==> config.mk <==
export PLATFORM = sky130hd
export DESIGN_NAME = rx_bit_timer_param
export DESIGN_NICKNAME = d
export VERILOG_FILES = /design/src/rtl/rx_timer_pkg.sv /design/src/rtl/rx_strobe_gen.sv /design/src/rtl/rx_bit_timer_param.sv
export SDC_FILE = /design/constraint.sdc
export NUM_CORES = 1
export LEC_CHECK = 0
export CAP_MARGIN = 30
export CORE_MARGIN = 5
export CORE_UTILIZATION = 50
export CTS_BUF_LIST = sky130_fd_sc_hd__clkbuf_8
export DETAILED_ROUTE_END_ITERATION = 8
export MAX_ROUTING_LAYER = met4
export PLACE_DENSITY = 0.79
export SLEW_MARGIN = 20
export SYNTH_ARGS = -nofsm -noshare
export SYNTH_HDL_FRONTEND = slang
export SYNTH_SLANG_ARGS = --single-unit
==> constraint.sdc <==
create_clock -name clk -period 3.1 [get_ports clk]
set_input_delay 0.93 -clock clk [delete_from_list [all_inputs] [get_ports clk]]
set_output_delay 0.93 -clock clk [all_outputs]
set_load 0.01 [all_outputs]
==> src/rtl/rx_timer_pkg.sv <==
// rtl/rx_timer_pkg.sv - shared state types for the RX bit/word timer
package rx_timer_pkg;

    typedef enum logic [1:0] {
        IDLE  = 2'd0,
        LEAD  = 2'd1,
        COUNT = 2'd2
    } word_state_t;

    typedef enum logic {
        ALIGN  = 1'b0,
        PERIOD = 1'b1
    } strobe_phase_t;

endpackage

==> src/rtl/rx_strobe_gen.sv <==
// rtl/rx_strobe_gen.sv - edge-aligned sample strobe and run-length watchdog counter
module rx_strobe_gen
    import rx_timer_pkg::*;
#(
    parameter int CLKS_PER_BIT  = 8,
    parameter int SAMPLE_OFFSET = 4,
    parameter int MAX_RUN       = 7
) (
    input  logic clk,
    input  logic rst,
    input  logic d_edge,
    output logic shift_enable,
    output logic watchdog_hit
);

    localparam int CW = $clog2(CLKS_PER_BIT);
    localparam int RW = $clog2(MAX_RUN + 2);
    localparam logic [CW-1:0] CNT_LAST  = CW'(CLKS_PER_BIT - 1);
    localparam logic [CW-1:0] OFFS_LAST = CW'(SAMPLE_OFFSET - 1);
    localparam logic [CW-1:0] CNT_ONE   = CW'(1);
    localparam logic [RW-1:0] RUN_MAX   = RW'(MAX_RUN);
    localparam logic [RW-1:0] RUN_SAT   = RW'(MAX_RUN + 1);
    localparam logic [RW-1:0] RUN_ONE   = RW'(1);

    logic [CW-1:0] cnt_q, cnt_d, cnt_inc;
    strobe_phase_t phase_q, phase_d;
    logic [RW-1:0] run_q, run_d;
    logic          armed_q, armed_d;
    logic          strobe_q, strobe_d;

    // Next strobe decision; run counts the strobe in the same cycle it is issued,
    // so at a strobe run already includes that strobe.
    always_comb begin
        cnt_inc  = (cnt_q == CNT_LAST) ? '0 : cnt_q + CNT_ONE;
        cnt_d    = cnt_inc;
        phase_d  = phase_q;
        run_d    = run_q;
        armed_d  = armed_q;
        strobe_d = 1'b0;
        if (d_edge) begin
            cnt_d   = '0;
            phase_d = ALIGN;
            run_d   = '0;
            armed_d = 1'b1;
        end else if (armed_q) begin
            strobe_d = (phase_q == ALIGN) ? (cnt_inc == OFFS_LAST) : (cnt_q == CNT_LAST);
            if (strobe_d) begin
                cnt_d   = '0;
                phase_d = PERIOD;
                if (run_q != RUN_SAT) begin
                    run_d = run_q + RUN_ONE;
                end
            end
        end
    end

    // Strobe generator state; unarmed after reset until the first data edge.
    always_ff @(posedge clk or posedge rst) begin
        if (rst) begin
            cnt_q    <= '0;
            phase_q  <= ALIGN;
            run_q    <= '0;
            armed_q  <= 1'b0;
            strobe_q <= 1'b0;
        end else begin
            cnt_q    <= cnt_d;
            phase_q  <= phase_d;
            run_q    <= run_d;
            armed_q  <= armed_d;
            strobe_q <= strobe_d;
        end
    end

    assign shift_enable = strobe_q;
    assign watchdog_hit = strobe_q && (run_q == RUN_MAX);

endmodule

==> src/rtl/rx_bit_timer_param.sv <==
// rtl/rx_bit_timer_param.sv - RX bit/word timer with stuffed-bit skip and sync watchdog
module rx_bit_timer_param
    import rx_timer_pkg::*;
#(
    parameter int CLKS_PER_BIT  = 8,
    parameter int SAMPLE_OFFSET = 4,
    parameter int BITS_PER_WORD = 8,
    parameter int LEAD_BITS     = 1,
    parameter int MAX_RUN       = 7
) (
    input  logic                             clk,
    input  logic                             rst,
    input  logic                             d_edge,
    input  logic                             disable_timer,
    input  logic                             skip_bit,
    output logic                             shift_enable,
    output logic                             word_received,
    output logic [$clog2(BITS_PER_WORD)-1:0] bit_count,
    output logic                             sync_lost
);

    localparam int BCW = $clog2(BITS_PER_WORD);
    localparam logic [BCW-1:0] LAST_BIT  = BCW'(BITS_PER_WORD - 1);
    localparam logic [BCW-1:0] BC_ONE    = BCW'(1);
    localparam logic [1:0]     LEAD_LAST = 2'((LEAD_BITS == 0) ? 0 : LEAD_BITS - 1);

    logic          strobe;
    logic          wd_hit;
    word_state_t   state_q, state_d;
    logic [1:0]    lead_q, lead_d;
    logic [BCW-1:0] bc_q, bc_d;
    logic          wr_q, wr_d;
    logic          sl_q, sl_d;

    rx_strobe_gen #(
        .CLKS_PER_BIT (CLKS_PER_BIT),
        .SAMPLE_OFFSET(SAMPLE_OFFSET),
        .MAX_RUN      (MAX_RUN)
    ) u_strobe_gen (
        .clk         (clk),
        .rst         (rst),
        .d_edge      (d_edge),
        .shift_enable(strobe),
        .watchdog_hit(wd_hit)
    );

    // Word FSM: abort beats watchdog, watchdog still lets a completing word pulse.
    always_comb begin
        state_d = state_q;
        lead_d  = lead_q;
        bc_d    = bc_q;
        wr_d    = 1'b0;
        sl_d    = 1'b0;
        if (disable_timer) begin
            state_d = IDLE;
            bc_d    = '0;
        end else begin
            case (state_q)
                IDLE: begin
                    if (d_edge) begin
                        state_d = (LEAD_BITS == 0) ? COUNT : LEAD;
                        lead_d  = '0;
                        bc_d    = '0;
                    end
                end
                LEAD: begin
                    if (strobe) begin
                        if (wd_hit) begin
                            sl_d    = 1'b1;
                            state_d = IDLE;
                            bc_d    = '0;
                        end else if (lead_q == LEAD_LAST) begin
                            state_d = COUNT;
                        end else begin
                            lead_d = lead_q + 2'd1;
                        end
                    end
                end
                COUNT: begin
                    if (strobe) begin
                        if (!skip_bit) begin
                            if (bc_q == LAST_BIT) begin
                                wr_d = 1'b1;
                                bc_d = '0;
                            end else begin
                                bc_d = bc_q + BC_ONE;
                            end
                        end
                        if (wd_hit) begin
                            sl_d    = 1'b1;
                            state_d = IDLE;
                            bc_d    = '0;
                        end
                    end
                end
                default: begin
                    state_d = IDLE;
                    bc_d    = '0;
                end
            endcase
        end
    end

    // Word FSM state and registered output pulses.
    always_ff @(posedge clk or posedge rst) begin
        if (rst) begin
            state_q <= IDLE;
            lead_q  <= '0;
            bc_q    <= '0;
            wr_q    <= 1'b0;
            sl_q    <= 1'b0;
        end else begin
            state_q <= state_d;
            lead_q  <= lead_d;
            bc_q    <= bc_d;
            wr_q    <= wr_d;
            sl_q    <= sl_d;
        end
    end

    assign shift_enable  = strobe;
    assign word_received = wr_q;
    assign bit_count     = bc_q;
    assign sync_lost     = sl_q;

endmodule

==> impl_metrics.yaml <==
critical_path:
  slowest_stage: "clkdlybuf4s50_1"
  startpoint_type: "primary input"
  reg2reg_from: "u_strobe_gen.cnt_q[0]$_DFF_PP0_"
  setup.worst_path.class: "primary input to flip-flop"
  cp_cell_sequence: "clkdlybuf4s50_1 > nand2b_1 > a21oi_1 > a21oi_1 > mux2i_1"
  critical_path_required_ps: 3230
  crit_fanout: 13
  path_buf_inv: 1
  arrival_ps: 2400
  cp_common_cell: "a21oi_1"
  max_stage_delay_ps: 730
  rr_worst_depth: 6
  cpLargestDelayFamily: "buffers and inverters"
  rrSetupSlack_ps: 1010
  worst_r2r_endpoint: "u_strobe_gen.run_q[3]$_DFFE_PP0P_"
  critPathCaptureType: "flip-flop"
timing:
  min_period_over_period_pct: 73.1
  worstMarginPinSlew_ps: 722
  fin_setup_tns_ps: 0
  finalHoldViolations: 0
  rsz0062_at_grt: "no"
  period_needed_ps: 2270
  maxSlewViolCount: 0
  setup_viol: 0
  max_slew_margin_pct: 51.8
  fmaxAchievable_mhz: 441
  fin_worst_skew_ps: 1.56
  holdWs_ps: 510
cts:
  ctsResizeCount: 0
  cts_tree: "done"
  cts_buffers: 3
  clkTransAtPathRegs_ps: 70
  htreeDepth: 1
  clock-sinks: 19
  cts_setup_buffers: 0
  postCtsHoldBufs: 0
  cts_buffer_depth: 2
  clk_latency_ps: 250
  cts_root_buffer: "clkbuf_8"
floorplan:
  dieArea_um2: 3180
  die_h_um: 56.4
  fp.dieW_um: 56.4
  start_util_pct: 53.7
  io_pins: 11
  core-area_um2: 2000
  num_rows: 16
global_route:
  grt_overflow: 0
  antenna_found_initial: 0
  grt_pass1_vias: 847
  grt_first_pass_wirelength_um: 3540
  grt_max_degree: 20
  grt_use_total_pct: 14.0
final_layout:
  multiInputGateArea_um2: 543
  fin_nets: 134
  layout_commonest_cell: "dfrtp_1"
  insertedDiodeCount: 0
  final_cell_mix: "dfrtp_1, inv_1, ha_1, clkdlybuf4s50_1"
  fill_cells: 169
  seq_area_um2: 475
  drive_gt1_share_pct: 5.08
  postLayoutCellArea_um2: 1250
  syn_to_final_growth_pct: 16.3
logic_synthesis:
  syn-num-nets: 120
  synth_seq_area_share_pct: 44.2
  ys_warn_count: 0
  synth-seq-cells: 19
  synth_cells: 105
  syn_avg_cell_area_um2: 10.2
  syn_area_um2: 1070
  synth_cell_types: 40
drt:
  drc_errors: 0
  via_count: 794
  ant_nets: 0
  wl_per_cell_um: 13.2
  first_pass_iters: 4
  vias_per_cell: 5.48
  wl_um: 1910
  first_iter_violations: 17
hold_path:
  hold_depth: 1
  holdPathEnd: "bit_count[0]$_DFFE_PP0P_"
  min_path_type: "flip-flop to flip-flop"
  hp-start: "bit_count[0]$_DFFE_PP0P_"
flow_run:
  maxCapViolations: 0
power:
  p_leak_nw: 0.596
  p_per_area_nw_per_um2: 650
  ir_drop_uv: 616
status:
  status: "finished, final reports clean"
place:
  dp_hpwl_um: 1490
  portBuffers: 10
  gp_congestion: 0.788
  dpl_cell_area_um2: 1200
[cells by family (layout without fill, tap and decap cells)]
family | Yosys count | in the layout | synth area share (%)
buf+inv | 15 | 28 | 5.24
flops | 19 | 19 | 44.2
mux | 6 | 6 | 5.59
compound gates | 20 | 20 | 11.6
fa+ha+maj | 10 | 10 | 11.6
simple gates | 34 | 34 | 20.8
xor+xnor | 1 | 1 | 0.815
[cell usage after synthesis, drive strengths merged]
cell | n | area (um^2)
nor2b | 1 | 6.26
o32ai | 1 | 8.76
o31ai | 1 | 7.51
o21bai | 1 | 7.51
mux2i | 6 | 60.1
or3 | 1 | 6.26
nor4 | 2 | 12.5
a22oi | 1 | 7.51
xnor2 | 1 | 8.76
nand4 | 1 | 6.26
nand4b | 1 | 8.76
nand3 | 1 | 5.00
nor4bb | 1 | 10.0
o22ai | 1 | 6.26
nor4b | 2 | 32.5
nand2 | 4 | 15.0
a21o | 1 | 7.51
o22a | 1 | 8.76
clkbuf | 1 | 3.75
a21oi | 6 | 30.0
nor3 | 2 | 10.0
and3 | 1 | 6.26
ha | 10 | 125
nor3b | 2 | 15.0
nor2 | 5 | 18.8
dfrtp | 19 | 475
inv | 14 | 52.6
or2 | 2 | 12.5
nand3b | 1 | 7.51
o21a | 1 | 7.51
o21ai | 5 | 25.0
nand2b | 4 | 25.0
and3b | 1 | 8.76
or4 | 1 | 7.51
o2111ai | 1 | 8.76
and4b | 1 | 10.0
[worst max-delay path by stage]
stage / start / end / slack [ps] / cells after the start
floorplan: u_strobe_gen.cnt_q[0]$_DFF_PP0_ / u_strobe_gen.run_q[3]$_DFFE_PP0P_ / 1180 / 6
global placement: d_edge / bit_count[0]$_DFFE_PP0P_ / 610 / 5
detailed placement: d_edge / bit_count[1]$_DFFE_PP0P_ / 580 / 5
CTS: d_edge / bit_count[1]$_DFFE_PP0P_ / 850 / 5
global route: d_edge / lead_q[0]$_DFFE_PP0P_ / 710 / 5
finish: d_edge / bit_count[0]$_DFFE_PP0P_ / 830 / 5
[flip-flops by register name, summed over array words and instances, names as in the netlist]
register,count
u_strobe_gen.run_q,4
sync_lost,1
state_q,2
u_strobe_gen.shift_enable,1
word_received,1
u_strobe_gen.phase_q,1
u_strobe_gen.armed_q,1
u_strobe_gen.cnt_q,3
bit_count,3
lead_q,2
[power breakdown]
group | leakage [nW] | switching, W | internal, W | total [W]
clock network | 0.0269 | 0.0000802 | 0.0000880 | 0.000168
registers | 0.255 | 0.0000379 | 0.000289 | 0.000327
logic | 0.315 | 0.000169 | 0.000148 | 0.000317
total | 0.596 | 0.000287 | 0.000525 | 0.000812
[through the flow]
stage	setup slack (ps)	total power, W	util [%]	instances
2_1_floorplan	1180	0.000576	-	105
3_3_place_gp	606	0.000636	60.2	141
3_5_place_dp	580	0.000651	60.2	141
4_1_cts	851	0.000820	62.4	145
5_1_grt	707	0.000875	62.4	145
6_report	834	0.000812	62.4	145
[area by class of cell]
cell class	instances	area share, %
repair buffers	10	8.01
clock inverters	1	0.300
well taps	27	2.70
inverters	14	4.20
clock buffers	3	3.30
multi-input cells	71	43.4
flip-flops and latches	19	38.0
[metal layers]
metal	vias up	GRT usage [%]	part of all wire, %
met3	2	3.44	2.7
li1	398	-	-
met4	0	5.42	0.99
met2	8	24.7	51
met1	386	15.1	45
met5	-	-	0
Note: power is estimated with default switching activity, not from simulation.
